### config.mk
export PLATFORM = sky130hd
export DESIGN_NAME = down_timer
export DESIGN_NICKNAME = d
export VERILOG_FILES = /design/src/rtl/timer_pkg.sv /design/src/rtl/down_timer.sv
export SDC_FILE = /design/constraint.sdc
export NUM_CORES = 1
export LEC_CHECK = 0
export CAP_MARGIN = 20
export CORE_ASPECT_RATIO = 1.2
export CORE_MARGIN = 4
export CORE_UTILIZATION = 47
export CTS_CLUSTER_DIAMETER = 150
export DETAILED_ROUTE_END_ITERATION = 6
export PLACE_DENSITY_LB_ADDON = 0.1
export RECOVER_POWER = 25
export SETUP_SLACK_MARGIN = 0.02
export SLEW_MARGIN = 10
export SYNTH_ARGS = -nofsm -noshare
export SYNTH_HDL_FRONTEND = slang
export SYNTH_SLANG_ARGS = --single-unit
### constraint.sdc
create_clock -name clk -period 1.7 [get_ports clk]
set_input_delay 0.34 -clock clk [delete_from_list [all_inputs] [get_ports clk]]
set_output_delay 0.34 -clock clk [all_outputs]
set_load 0.02 [all_outputs]
### src/rtl/timer_pkg.sv
// rtl/timer_pkg.sv - shared state encoding and defaults for the timer family
package timer_pkg;

    localparam int DEFAULT_WIDTH = 5;

    typedef enum logic [1:0] {
        IDLE = 2'd0,
        RUN  = 2'd1,
        HOLD = 2'd2,
        DONE = 2'd3
    } timer_state_t;

endpackage

### src/rtl/down_timer.sv
// rtl/down_timer.sv - loadable down-counting timer with one-shot/periodic modes
module down_timer
    import timer_pkg::*;
#(
    parameter int WIDTH = DEFAULT_WIDTH
) (
    input  logic             clk,
    input  logic             rst,
    input  logic             load,
    input  logic             enab,
    input  logic             start,
    input  logic             stop,
    input  logic             periodic,
    input  logic [WIDTH-1:0] cnt_in,
    output logic [WIDTH-1:0] cnt_out,
    output logic             tc,
    output logic             busy,
    output logic             done
);

    localparam logic [WIDTH-1:0] ZERO = '0;
    localparam logic [WIDTH-1:0] ONE  = {{(WIDTH-1){1'b0}}, 1'b1};

    timer_state_t     state, state_nxt;
    logic [WIDTH-1:0] reload, reload_nxt;
    logic [WIDTH-1:0] cnt_nxt;
    logic             tc_nxt;

    always_comb begin
        state_nxt  = state;
        reload_nxt = reload;
        cnt_nxt    = cnt_out;
        tc_nxt     = 1'b0;
        if (load) begin
            reload_nxt = cnt_in;
            cnt_nxt    = cnt_in;
            state_nxt  = IDLE;
        end else if (stop && state == RUN) begin
            state_nxt = HOLD;
        end else if (start && state != RUN) begin
            // A zero count expires immediately rather than entering RUN
            if (cnt_out != ZERO) begin
                state_nxt = RUN;
            end else begin
                state_nxt = DONE;
                tc_nxt    = 1'b1;
            end
        end else if (state == RUN && enab) begin
            if (cnt_out > ONE) begin
                cnt_nxt = cnt_out - ONE;
            end else if (cnt_out == ONE) begin
                tc_nxt = 1'b1;
                if (periodic && reload != ZERO) begin
                    cnt_nxt = reload;
                end else begin
                    cnt_nxt   = ZERO;
                    state_nxt = DONE;
                end
            end else begin
                state_nxt = DONE;
            end
        end
    end

    always_ff @(posedge clk) begin
        if (rst) begin
            state   <= IDLE;
            reload  <= ZERO;
            cnt_out <= ZERO;
            tc      <= 1'b0;
        end else begin
            state   <= state_nxt;
            reload  <= reload_nxt;
            cnt_out <= cnt_nxt;
            tc      <= tc_nxt;
        end
    end

    assign busy = (state == RUN);
    assign done = (state == DONE);

endmodule
# Word-level counts from Yosys, hierarchy flattened
# Index checks and enable logic that the tools add are counted.
# op_classes
n_addsub	1
n_lt_le_gt_ge	1
n_eq_ne	10
mux	19
n_reduce_logical	15
# ops
op	n
5-bit 2-to-1 mux	7
2-bit 2-to-1 mux	7
5-bit nonzero test	2
2-bit != test, second input constant	3
3-bit != test, second input constant	2
3-bit AND reduction	2
3-bit nonzero test	2
5-bit by 1-bit equality test with 1-bit output, second input constant	1
5-bit by 1-bit > comparator with 1-bit output, second input constant	1
1-bit 2-to-1 mux	5
5-bit by 1-bit subtractor with 5-bit output, second input constant	1
1-bit logical AND	4
4-bit != test, second input constant	1
4-bit AND reduction	1
2-bit nonzero test	2
3-bit OR reduction	1
2-bit by 1-bit equality test with 1-bit output, second input constant	1
2-bit equality test, second input constant	1
2-bit by 1-bit != test with 1-bit output, second input constant	1
2-bit OR reduction	1
# word_totals
reg_bits	13
in_bits	12
output_inout_bits	8
elab_cells	51

# Longest topological paths before layout
# depth
word_depth	9
mapped_depth	6
depth_no_buf	6

# Worst setup path after synthesis
# Ideal clock, no wire load.
# synth_path
path_kind	register -> register
from	register cnt_out[1]
to	register cnt_out[1]
setup_ns	0.136
arrival_time_ns	1.564
required_ns	1.564
path_slack_ns	0.000
path_stages_with_launch	7
synth_period_minus_slack_ns	1.700
path_cell_list	dfxtp_1 inv_1 ha_1 o21bai_1 and2_2 a311oi_1 o32ai_1
# synth_between
elab_chain_cells	6
word_cells_on_any_way	10
cone_classes	add/sub: 1; order compare: 1; eq/ne: 1; mux: 5; reduce/logical: 2
# synth_rtl
element	line	rtl
start: declaration	down_timer.sv:15	output logic [WIDTH-1:0] cnt_out,
start signal: assignment	down_timer.sv:74	cnt_out <= cnt_nxt;
5-bit by 1-bit subtractor with 5-bit output or 5-bit by 1-bit > comparator with 1-bit output (tied branches)	down_timer.sv:50, down_timer.sv:49	
5-bit 2-to-1 mux	down_timer.sv:49	if (cnt_out > ONE) begin
5-bit 2-to-1 mux	down_timer.sv:48	end else if (state == RUN && enab) begin
5-bit 2-to-1 mux	down_timer.sv:40	end else if (start && state != RUN) begin
5-bit 2-to-1 mux	down_timer.sv:38	end else if (stop && state == RUN) begin
5-bit 2-to-1 mux	down_timer.sv:34	if (load) begin
# Parallel ways exist; a longest one is shown, timed or not. The select of a mux whose other input is x is not followed.
# A chain may end at the register's enable or synchronous reset.

# Worst setup path in the final report
# layout_path
from	register state[1]
to	output port busy
# layout_between
elab_chain_cells	1
# layout_rtl
element	line	rtl
start: declaration	down_timer.sv:24	timer_state_t state, state_nxt;
start signal: assignment	down_timer.sv:72	state <= state_nxt;
2-bit by 1-bit equality test with 1-bit output	down_timer.sv:79	assign busy = (state == RUN);
end: declaration	down_timer.sv:17	output logic busy,
# No other way between the ends.

==> impl_metrics.py <==
metrics = {
    "global_route": {
        "grt.total_usage_pct": 20.5,
        "grt_pass1_vias": 812,
        "overflow": 0,
        "antenna_found_initial": 0,
        "grt_max_degree": 9,
        "grt_pass1_wl_um": 3640,
    },
    "floorplan": {
        "die_w_um": 45.2,
        "core_area_um2": 1500,
        "pin_count": 20,
        "die_area_um2": 2380,
        "fp.dieH_um": 52.6,
        "num_rows": 15,
        "initial_core_util_pct": 51.9,
    },
    "sta": {
        "worst_pin_slew_ns": 0.342,
        "hold_violations": 0,
        "slew_violations": 0,
        "min_period_ns": 1.58,
        "setup_viol": 0,
        "clock_skew_ns": 0.00698,
        "fmax_mhz": 635,
        "setup_ws_ns": 0.124,
        "finalCritPeriodShare_pct": 92.7,
        "max_slew_margin_pct": 77.2,
        "rsz0062_at_grt": "yes",
    },
    "power": {
        "power_density_nw_per_um2": 685,
        "ir_worst_vdd_mv": 0.474,
        "leakage_nw": 0.467,
    },
    "job": {
        "maxCapViolCount": 0,
    },
    "logic_synthesis": {
        "yosys_warnings": 0,
        "synth_area_um2": 779,
        "synth-edff-count": 0,
        "synth.area.top_cells": "dfxtp_1 33%, a21oi_1 5.8%, mux2i_1 5.1%, nor2_1 4.3%, nand2_1 3.9%",
        "synth_most_common_cell": "dfxtp_1",
        "async_reset_ff_share_pct": 0,
        "synth_top_area_share_pct": 33.4,
        "yosysSeqAreaShare_pct": 33.4,
        "postSynthCellCount": 92,
        "syn-num-nets": 106,
        "synth_ff_type": "dfxtp_1",
        "ys_types": 40,
        "synth_area_leader_cell": "dfxtp_1",
        "synth.avg_cell_area_um2": 8.47,
        "ys_ff_latch": 13,
        "ys_top_cells_by_count": "13 x dfxtp_1, 9 x a21oi_1, 9 x nor2_1, 8 x nand2_1, 6 x inv_1",
    },
    "cts": {
        "clock_latency_ns": 0.27,
        "cts_buffers": 3,
        "clock-root-buffer": "clkbuf_4",
        "hold_buffers": 0,
        "path_clk_slew_ns": 0.08,
        "cts_setup_buffers": 0,
        "ctsLongestPathBuffers": 2,
        "htree_levels": 1,
        "cts_tree": "done",
        "clock_sinks": 13,
    },
    "detailed_routing": {
        "routed_wl_um": 2170,
        "drt-pass1-iter-count": 4,
        "drt-initial-drc-count": 32,
        "wl_per_cell_um": 15.0,
        "vias": 841,
        "drc_errors": 0,
        "final_antenna_net_count": 0,
        "avgViaCountPerCell": 5.84,
    },
    "worst_setup_path": {
        "cp.arrival_ns": 1.24,
        "path_max_fanout": 5,
        "cpMaxStageDelayCell": "dfxtp_1",
        "crit_type": "register to output port",
        "crit_family": "buffers and inverters",
        "crit_chain": "nand2b_1 -> inv_1 -> dlygate4sd2_1",
        "cp.buffers_inverters": 2,
        "critPathCaptureType": "output port",
        "worstPathRequired_ns": 1.36,
        "slowest_delay_ns": 0.34,
        "start_kind": "register",
    },
    "finish": {
        "syn_to_final_growth_pct": 41.6,
        "final_nets": 142,
        "multi_input_area_um2": 489,
        "regArea_um2": 264,
        "fill_cells": 129,
        "final_core_util_pct": 73.5,
        "diodes": 0,
        "drive_above_1_share_pct": 18.1,
    },
    "min_path": {
        "hp-class": "register to register",
    },
    "placement": {
        "dp_slack_ns": -0.0100,
        "io_buffer_count": 19,
        "dpl.hpwl_um": 1660,
        "globalplace.congestion": 0.921,
    },
    "outcome": {
        "status": "completed",
    },
}
cells by family (layout without fill, tap and decap cells):
group | after synthesis | after routing | share of synthesized area (%)
buf+inv | 8 | 43 | 4.81
compound gates | 29 | 29 | 27.1
mux | 4 | 4 | 5.14
simple gates | 36 | 36 | 26.3
flops | 13 | 13 | 33.4
fa+ha+maj | 2 | 2 | 3.21
timing repair:
| action | CTS | global route |
|---|---|---|
| cloned | 0 | 0 |
| resized for setup | 6 | 2 |
| pin swaps | 0 | 1 |
| endpoints found under the setup margin | 6 | 3 |
cells in the final DEF (no fill, tap or decap), types with 2 or more instances in the layout:
cell type / Yosys / routed
nand4_1: 2 / 2
dfxtp_1: 13 / 12
clkbuf_4: 0 / 3
a211oi_1: 2 / 2
clkdlybuf4s50_1: 0 / 12
mux2i_1: 4 / 4
or3_1: 2 / 2
clkbuf_1: 0 / 3
o21ai_0: 2 / 2
buf_4: 0 / 12
inv_1: 6 / 6
a21oi_1: 9 / 9
nor2_1: 9 / 9
o22ai_1: 2 / 2
a311oi_1: 2 / 2
dlygate4sd2_1: 0 / 6
nand2_1: 8 / 8
nand3_1: 3 / 3
ha_1: 2 / 2
final timing paths:
kind / endpoint / startpoint / slack [ns] / depth (start not counted)
min reg2reg: reload[2]$_SDFFE_PP0P_ / reload[2]$_SDFFE_PP0P_ / 0.49 / 2
max: busy / state[1]$_SDFFE_PP0P_ / 0.12 / 3
min: reload[2]$_SDFFE_PP0P_ / reload[2]$_SDFFE_PP0P_ / 0.49 / 2
max reg2reg: cnt_out[3]$_SDFFE_PP0P_ / cnt_out[1]$_SDFFE_PP0P_ / 0.13 / 6
sequential cells by signal (all words and copies together), names as in the netlist:
name     cells
tc           1
state        2
cnt_out      5
reload       5
per-layer routing:
metal / up-vias / share of wire (%) / global-route usage (%)
met5: - / 0 / 0
met4: 0 / 1.2 / 6.34
met3: 5 / 5.6 / 2.06
met2: 32 / 51 / 35.4
met1: 384 / 42 / 26.0
li1: 420 / - / -
worst reg2reg max path: cells and delay by family (launching register included):
family | cells | cell delay (ns)
simple gates | 1 | 0.37
compound gates | 3 | 0.49
flops | 1 | 0.37
fa+ha+maj | 1 | 0.21
buf+inv | 1 | 0.06
final cells by class:
class,count,area share [%]
flip-flops and latches,13,23.9
clock buffers,4,2.38
well taps,17,1.93
repair buffers,33,25.4
multi-input cells,71,44.3
inverters,6,2.04
through the flow:
| stage | instances | cell area [µm²] | TNS, ns | hold slack, ns | total power [mW] |
|---|---|---|---|---|---|
| 3_3_place_gp | 140 | 1080 | 0 | 0.474 | 0.572 |
| 6_report | 144 | 1100 | 0 | 0.489 | 0.756 |
| 3_5_place_dp | 140 | 1080 | -0.0100 | 0.478 | 0.574 |
| 5_1_grt | 144 | 1100 | 0 | 0.521 | 0.801 |
| 4_1_cts | 144 | 1100 | 0 | 0.492 | 0.758 |
| 2_1_floorplan | 92 | 781 | 0 | 0.416 | 0.467 |
where the power goes:
part	total, mW	internal, mW	switching, mW	leakage (nW)
combinational	0.222	0.110	0.112	0.344
sequential	0.342	0.322	0.0198	0.108
clock	0.192	0.0909	0.101	0.0150
total	0.756	0.523	0.233	0.467
(Power assumes the default switching activity.)
